## config.mk

```make
export PLATFORM = sky130hd
export DESIGN_NAME = seg7_readback
export DESIGN_NICKNAME = d
export VERILOG_FILES = /design/src/rtl/seg7_readback.sv
export SDC_FILE = /design/constraint.sdc
export NUM_CORES = 1
export LEC_CHECK = 0
export BUFFER_PORTS_ARGS = -buffer_cell sky130_fd_sc_hd__buf_2
export CAP_MARGIN = 5
export CORE_MARGIN = 1
export CORE_UTILIZATION = 55
export DETAILED_ROUTE_END_ITERATION = 8
export HOLD_SLACK_MARGIN = 0.02
export PLACE_DENSITY = 0.71
export SYNTH_ARGS = -nofsm -noshare
export SYNTH_HDL_FRONTEND = slang
export SYNTH_SLANG_ARGS = --single-unit
```

## constraint.sdc

```tcl
create_clock -name C -period 4.8 [get_ports C]
set_input_delay 0.24 -clock C [delete_from_list [all_inputs] [get_ports C]]
set_output_delay 0.24 -clock C [all_outputs]
set_load 0.05 [all_outputs]
```

## src/rtl/seg7_readback.sv

```systemverilog
// Receive-side monitor for a two-digit 7-segment bus: synchronizes, debounces,
// decodes to BCD and checks that accepted values count 00..99 with wrap.
module seg7_readback #(
  parameter int unsigned STABLE_CYCLES = 4
) (
  input  logic       C,
  input  logic       CLR,
  input  logic [7:0] seg_in1,
  input  logic [7:0] seg_in2,
  output logic [3:0] digit1,
  output logic [3:0] digit2,
  output logic       valid,
  output logic       invalid,
  output logic       seq_err,
  output logic [7:0] err_count
);

  typedef enum logic [1:0] {
    SETTLE  = 2'd0,
    CAPTURE = 2'd1,
    HOLD    = 2'd2
  } state_t;

  localparam logic [3:0] STAB_LAST = 4'(STABLE_CYCLES - 1);

  state_t      r_state;
  state_t      w_state_nxt;
  logic [15:0] r_sync1;
  logic [15:0] r_sync_word;
  logic [15:0] r_last_word;
  logic [3:0]  r_stab_cnt;
  logic [3:0]  w_stab_nxt;
  logic        w_load;
  logic        w_changed;
  logic        r_have_prev;
  logic [3:0]  r_digit1;
  logic [3:0]  r_digit2;
  logic        r_valid;
  logic        r_invalid;
  logic        r_seq_err;
  logic [7:0]  r_err_count;
  logic [4:0]  w_dec1;
  logic [4:0]  w_dec2;
  logic        w_ok;
  logic        w_same;
  logic [3:0]  w_succ1;
  logic [3:0]  w_succ2;
  logic        w_seq_bad;

  // Returns {legal, bcd}; the decimal point is ignored.
  function automatic logic [4:0] seg_decode(input logic [7:0] seg);
    case (seg[6:0])
      7'h3F:   seg_decode = {1'b1, 4'd0};
      7'h06:   seg_decode = {1'b1, 4'd1};
      7'h5B:   seg_decode = {1'b1, 4'd2};
      7'h4F:   seg_decode = {1'b1, 4'd3};
      7'h66:   seg_decode = {1'b1, 4'd4};
      7'h6D:   seg_decode = {1'b1, 4'd5};
      7'h7D:   seg_decode = {1'b1, 4'd6};
      7'h07:   seg_decode = {1'b1, 4'd7};
      7'h7F:   seg_decode = {1'b1, 4'd8};
      7'h6F:   seg_decode = {1'b1, 4'd9};
      default: seg_decode = {1'b0, 4'd0};
    endcase
  endfunction

  // Two-stage synchronizer for both buses as one word
  always_ff @(posedge C or posedge CLR) begin
    if (CLR) begin
      r_sync1     <= 16'h0000;
      r_sync_word <= 16'h0000;
    end else begin
      r_sync1     <= {seg_in2, seg_in1};
      r_sync_word <= r_sync1;
    end
  end

  assign w_changed = (r_sync_word != r_last_word);

  // Filter FSM next state; CAPTURE is entered on the edge the count reaches STABLE_CYCLES
  always_comb begin
    w_state_nxt = r_state;
    w_stab_nxt  = r_stab_cnt;
    w_load      = 1'b0;
    case (r_state)
      SETTLE: begin
        if (w_changed) begin
          w_load     = 1'b1;
          w_stab_nxt = 4'd0;
        end else begin
          w_stab_nxt = r_stab_cnt + 4'd1;
          if (r_stab_cnt == STAB_LAST) begin
            w_state_nxt = CAPTURE;
          end else begin
            w_state_nxt = SETTLE;
          end
        end
      end
      CAPTURE: w_state_nxt = HOLD;
      HOLD: begin
        if (w_changed) begin
          w_load      = 1'b1;
          w_stab_nxt  = 4'd0;
          w_state_nxt = SETTLE;
        end else begin
          w_state_nxt = HOLD;
        end
      end
      default: begin
        w_state_nxt = SETTLE;
        w_stab_nxt  = 4'd0;
      end
    endcase
  end

  // Filter state, settle counter and pattern under observation
  always_ff @(posedge C or posedge CLR) begin
    if (CLR) begin
      r_state     <= SETTLE;
      r_stab_cnt  <= 4'd0;
      r_last_word <= 16'h0000;
    end else begin
      r_state    <= w_state_nxt;
      r_stab_cnt <= w_stab_nxt;
      if (w_load) begin
        r_last_word <= r_sync_word;
      end
    end
  end

  assign w_dec1 = seg_decode(r_last_word[7:0]);
  assign w_dec2 = seg_decode(r_last_word[15:8]);
  assign w_ok   = w_dec1[4] & w_dec2[4];
  assign w_same = r_have_prev && (w_dec1[3:0] == r_digit1) && (w_dec2[3:0] == r_digit2);

  // Successor of the last accepted value, modulo 100
  always_comb begin
    w_succ1 = r_digit1 + 4'd1;
    w_succ2 = r_digit2;
    if (r_digit1 == 4'd9) begin
      w_succ1 = 4'd0;
      if (r_digit2 == 4'd9) begin
        w_succ2 = 4'd0;
      end else begin
        w_succ2 = r_digit2 + 4'd1;
      end
    end else begin
      w_succ1 = r_digit1 + 4'd1;
    end
  end

  assign w_seq_bad = r_have_prev && ((w_dec1[3:0] != w_succ1) || (w_dec2[3:0] != w_succ2));

  // Capture actions: invalid beats duplicate-drop beats accept
  always_ff @(posedge C or posedge CLR) begin
    if (CLR) begin
      r_digit1    <= 4'd0;
      r_digit2    <= 4'd0;
      r_valid     <= 1'b0;
      r_invalid   <= 1'b0;
      r_seq_err   <= 1'b0;
      r_err_count <= 8'd0;
      r_have_prev <= 1'b0;
    end else begin
      r_valid   <= 1'b0;
      r_invalid <= 1'b0;
      r_seq_err <= 1'b0;
      if (r_state == CAPTURE) begin
        if (!w_ok) begin
          r_invalid <= 1'b1;
          if (r_err_count != 8'hFF) begin
            r_err_count <= r_err_count + 8'd1;
          end
        end else if (!w_same) begin
          r_digit1    <= w_dec1[3:0];
          r_digit2    <= w_dec2[3:0];
          r_valid     <= 1'b1;
          r_have_prev <= 1'b1;
          if (w_seq_bad) begin
            r_seq_err <= 1'b1;
            if (r_err_count != 8'hFF) begin
              r_err_count <= r_err_count + 8'd1;
            end
          end
        end
      end
    end
  end

  assign digit1    = r_digit1;
  assign digit2    = r_digit2;
  assign valid     = r_valid;
  assign invalid   = r_invalid;
  assign seq_err   = r_seq_err;
  assign err_count = r_err_count;

endmodule

```

# Word-level counts from Yosys, hierarchy flattened
# Index checks and enable logic that the tools add are counted.
# op_classes
div,0
n_bitwise,3
mul,0
add_sub_neg,4
shifts,0
eq_ne,35
muxes,27
magnitude_cmp,0
n_reduce_logical,9
# ops
operator,n
$pmux W5 S10,2
$eq A7 B7 Y1 const B,14
$mux W8,4
$eq A7 B3 Y1 const B,4
$mux W4,5
$ne A16 B16 Y1,1
$eq A7 B6 Y1 const B,2
$add A4 B1 Y4 const B,3
$mux W1,12
$pmux W4 S3,1
$add A8 B1 Y8 const B,1
$eq A4 B4 Y1,2
$eq A4 B4 Y1 const B,2
$ne A4 B4 Y1,2
$ne A8 B8 Y1 const B,1
$ne A2 B2 Y1 const B,3
$pmux W2 S3,1
$reduce_and A3 Y1,2
$eq A4 B2 Y1 const B,1
$mux W2,2
$logic_and A1 B1 Y1,3
$eq A2 B1 Y1 const B,1
$eq A2 B2 Y1 const B,1
$logic_not A2 Y1,1
6 further kinds,7
# word_totals
mem_count,0
regBits,74
latchBits,0
wordCells,90
mem_bits_rw,0
romBits,0
output_inout_bits,19
inputBits,18

# Depth between registers and ports, before layout
# depth
ltp_word,10
mapped_depth,11
ltp_nobuf,9

# Worst setup path before layout
# OpenSTA, ideal clock, no wires.
# synth_path
kind,flip-flop to flip-flop
from,register r_digit1[3] (netlist: digit1[3])
to,register r_err_count[1] (netlist: err_count[1])
setup_ps,125
t_arrival_ps,2784
period_less_slack_ps,2909
path_stages_with_launch,11
required_ps,4675
path_slack_ps,1891
path_buffers,1
cell_sequence,dfrtp_1 clkbuf_1 and4bb_1 nand2_2 or3_4 and3_1 mux4_2 nand3_2 a31o_4 nand2_4 mux2_4
# synth_via
elab_chain_len,7
word_cells_on_any_way,14
cone_classes,1 x add/sub; 6 x eq/ne; 2 x mux; 5 x reduce/logical
# synth_rtl
item,line_no,text
from (decl),36,logic [3:0] r_digit1;
from (signal assigned),175,r_digit1 <= w_dec1[3:0];
$add A4 B1 Y4 / $eq A4 B4 Y1 (equally long branches),"148, 140",
$mux W4,140,if (r_digit1 == 4'd9) begin
$ne A4 B4 Y1,152,assign w_seq_bad = r_have_prev && ((w_dec1[3:0] != w_succ1) || (w_dec2[3:0] != w_succ2));
$logic_or A1 B1 Y1,152,
$logic_and A1 B1 Y1,152,
$ne A2 B1 Y1 (no source line),-,
$reduce_and A3 Y1 (no source line) (*),-,
to (signal assigned),172,r_err_count <= r_err_count + 8'd1;
to (signal assigned),182,r_err_count <= r_err_count + 8'd1;
to (decl),41,logic [7:0] r_err_count;
# Every way passes the cells marked *; elsewhere a longest branch is shown, timed or not.
# A chain may end at the register's enable or synchronous reset.

# Worst setup path after layout
# layout_path
from,register r_last_word[5]
to,register r_err_count[1] (netlist: err_count[1])
# layout_via
elab_chain_len,7
word_cells_on_any_way,22
cone_classes,14 x eq/ne; 2 x mux; 1 x bitwise; 5 x reduce/logical
# layout_rtl
item,line_no,text
from (decl),30,logic [15:0] r_last_word;
from (signal assigned),126,r_last_word <= r_sync_word;
$eq A7 B7 Y1 (tied with other cells),52,case (seg[6:0])
$pmux W5 S10 (*),52,
$ne A4 B4 Y1 / $eq A4 B4 Y1 (equally long branches),"152, 134",
$logic_or A1 B1 Y1 / $logic_and A1 B1 Y1 (equally long branches),"152, 134",
$logic_and A1 B1 Y1 (on tied branches),"152, 134",
$ne A2 B1 Y1 (no source line) / $ne A2 B2 Y1 (equally long branches),-,
$reduce_and A3 Y1 (no source line),-,
# Marked as above.

==> metrics <==
Yosys top cell area share about 52%; Max Freq around 0.34 GHz; Place WS between 1500 and 2000 ps; Via density 5.62; CP Class flop to flop; Synth Instances roughly 310; final design utilization between 60% and 70%; die width approximately 83 um; Worst slew margin slightly above 40%; Vias 2433; data required time of the worst path roughly 5000 ps; Post-DP HPWL about 4300 um; RSZ-0062 raised after global routing false; Die ar. between 0.006 and 0.007 mm2; Max-Cap Viols 0; Worst EP arrival ~3100 ps; ys async rst share 100%; Mapped Nets between 300 and 400; Area contributors post-synth dfrtp_1 52%, xnor2_1 6.9%, mux2_2 6.3%; Total Neg Setup Slack 0 ps; sequential-to-total area share from yosys stat 51.9%; total routed wirelength approximately 6500 um; Crit Path Max Fanout 14; Num CTS Buffers 9; Routed Antenna Nets 0; drt wl/cell between 10 and 15 um; Synth cell types 60; leakage power approximately 0.0019 uW; core area between 0.006 and 0.007 mm2; grt total ovfl 0; total number of yosys warnings 0; crit start category flop; worst-margin pin slew slightly below 900 ps; CTS tree built; Yosys top cell by area dfrtp_1; Fill cells around 470; Port Buf Inserts 36; clock latency at the later pin of the worst-skew pair roughly 350 ps; largest net degree at the start of global routing between 70 and 80; maximum clock path buffer count 2; status finished clean; ys flop type dfrtp_1; Synth Area per Inst 11.6 um2; Area growth syn-to-layout 14.8%; die height around 83 um; # IOs 37; skew final about 9.1 ps; GRT Resource Usage Total between 20% and 30%; H-Tree Depth 3; GP Congestion about 0.9; Final Max Slew Viols 0; initial antenna violation count 0; number of DRC markers in iteration 0 between 100 and 150; fin crit share about 60%; mapped cell area 0.00357 mm2; final net count 374; DRC 0; vias in the first global route around 2300; clk root buf clkbuf_8; post-CTS setup buffers 0; first-pass GRT wire length 11000 um; Max rail drop VDD between 0.0002 and 0.00025 V; Hold Vio Cnt, Final 0; share of layout cells above drive strength 1 around a quarter; Clk pin slew, worst setup/hold paths approximately 80 ps; ANT cells 0; First-pass DRT Iterations 4; Min-Delay Path Class input pin to asynchronous set/reset pin; final critical-path required period ~2900 ps; Initial Utilization 58.6%; row count 28; endpoint type of the worst setup path flop; number of enable flip-flop cells after synthesis 0; clk sink count 74; Final setup viols 0; synthesis-stage register bit count between 70 and 80; final worst slack roughly 1900 ps; pwr dens roughly 300 mW/mm2
timing repair:
action                                 4_1_cts  5_1_grt
hold buffers                                16        0
endpoints found under the hold margin       16        0
gates resized for setup                      0        0
area by class of cell:
class	count	area, um2	share of cell area (%)
clock inverters	4	52.6	1.28
repair buffers	54	355	8.67
well taps	75	93.8	2.29
multi-input cells	206	1570	38.3
clock buffers	11	141	3.45
flip-flops and latches	74	1850	45.2
inverters	9	33.8	0.824
where the power goes:
group	leakage (uW)	switching (uW)	total [uW]	internal, uW
registers	0.000923	22.8	666	644
logic	0.000863	33.3	72.6	39.3
clock network	0.0000877	223	474	251
stage by stage:
stage / hold WS (ps) / total power (uW) / instance area [um2] / cells
after floorplan: 271 / 726 / 3570 / 308
after global placement: 331 / 740 / 3750 / 402
after detailed placement: 335 / 742 / 3750 / 402
after CTS: 184 / 1230 / 4100 / 433
after global routing: 243 / 1270 / 4100 / 433
final: 159 / 1210 / 4100 / 433
critical path, stage by stage, from the launching register on:
cell      delay, ps
dfrtp_1         520
or4b_1          570
a21oi_1         290
nor2_1          100
a311oi_1        270
nor4b_2         270
nand3_2         120
a31o_4          280
nand2_4          70
mux2_4          300
worst paths after layout:
kind	from	endpoint	slack [ps]	depth (start not counted)
worst max register to register	r_last_word[5]$_DFFE_PP0P_	err_count[1]$_DFFE_PP0P_	1900	9
worst min register to register	r_sync1[8]$_DFF_PP0_	r_sync_word[8]$_DFF_PP0_	350	0
min in group C	r_sync1[8]$_DFF_PP0_	r_sync_word[8]$_DFF_PP0_	350	0
worst min-delay path	CLR	r_sync1[5]$_DFF_PP0_	160	3
worst max-delay path	r_last_word[5]$_DFFE_PP0P_	err_count[1]$_DFFE_PP0P_	1900	9
max in group asynchronous	CLR	r_sync1[8]$_DFF_PP0_	4070	3
cells in the final DEF, fill, tap and decap left out, drive strengths merged, types with 2 or more instances in the layout:
cell type / Yosys / routed
nand4: 5 / 5
a31oi: 4 / 4
dlygate4sd3: 0 / 16
or3: 5 / 5
inv: 9 / 9
clkinvlp: 0 / 3
ha: 2 / 2
buf: 13 / 38
xnor2: 28 / 28
a211oi: 2 / 2
xor2: 6 / 6
a32oi: 2 / 2
nand3b: 3 / 3
nor2b: 4 / 4
nor3: 4 / 4
o21ai: 10 / 10
mux2: 23 / 23
o32ai: 3 / 3
mux2i: 2 / 2
nand2b: 4 / 4
and3b: 4 / 4
clkbuf: 6 / 11
dfrtp: 74 / 74
a21oi: 7 / 7
and3: 7 / 7
nor4: 3 / 3
o211a: 4 / 4
nand2: 21 / 21
and4bb: 2 / 2
nand3: 14 / 14
nor3b: 3 / 3
nor2: 15 / 15
Yosys cell counts (all sizes together) (2+ instances only):
master  number
o21ai       10
nor3         4
nand3       14
nor2        15
a211oi       2
nand2       21
a21oi        7
and3b        4
dfrtp       74
mux2        23
and3         7
a32oi        2
xor2         6
nand3b       3
buf         13
o32ai        3
xnor2       28
and4bb       2
nor4         3
inv          9
nand4        5
nand2b       4
clkbuf       6
or3          5
mux2i        2
nor2b        4
a31oi        4
o211a        4
ha           2
nor3b        3
flip-flops by register name, summed over array words and instances (netlist names):
register and flops:
r_last_word 16, r_sync1 16, r_sync_word 16, err_count 8
digit1 4, digit2 4, r_stab_cnt 4, r_state 2
invalid 1, r_have_prev 1, seq_err 1, valid 1
logic make-up (layout without fill, tap and decap cells):
group	count (synthesis)	in the layout	share of synthesized area, %
AOI/OAI and AO/OA	43	43	9.39
xor gates and xnor gates	34	34	8.34
adders and majority gates	2	2	0.701
buffers and inverters	28	78	4.13
DFF	74	74	51.9
muxes	26	26	8.55
and+or+nand+nor	101	101	17.0
metal layers:
| metal | global-route usage [%] | share of wire [%] |
|---|---|---|
| met1 | 30.3 | 46 |
| met2 | 32.9 | 47 |
| met3 | 5.60 | 4.3 |
| met4 | 11.2 | 2.4 |
| met5 | 0 | 0 |
Power figures use the tool's default switching activity.
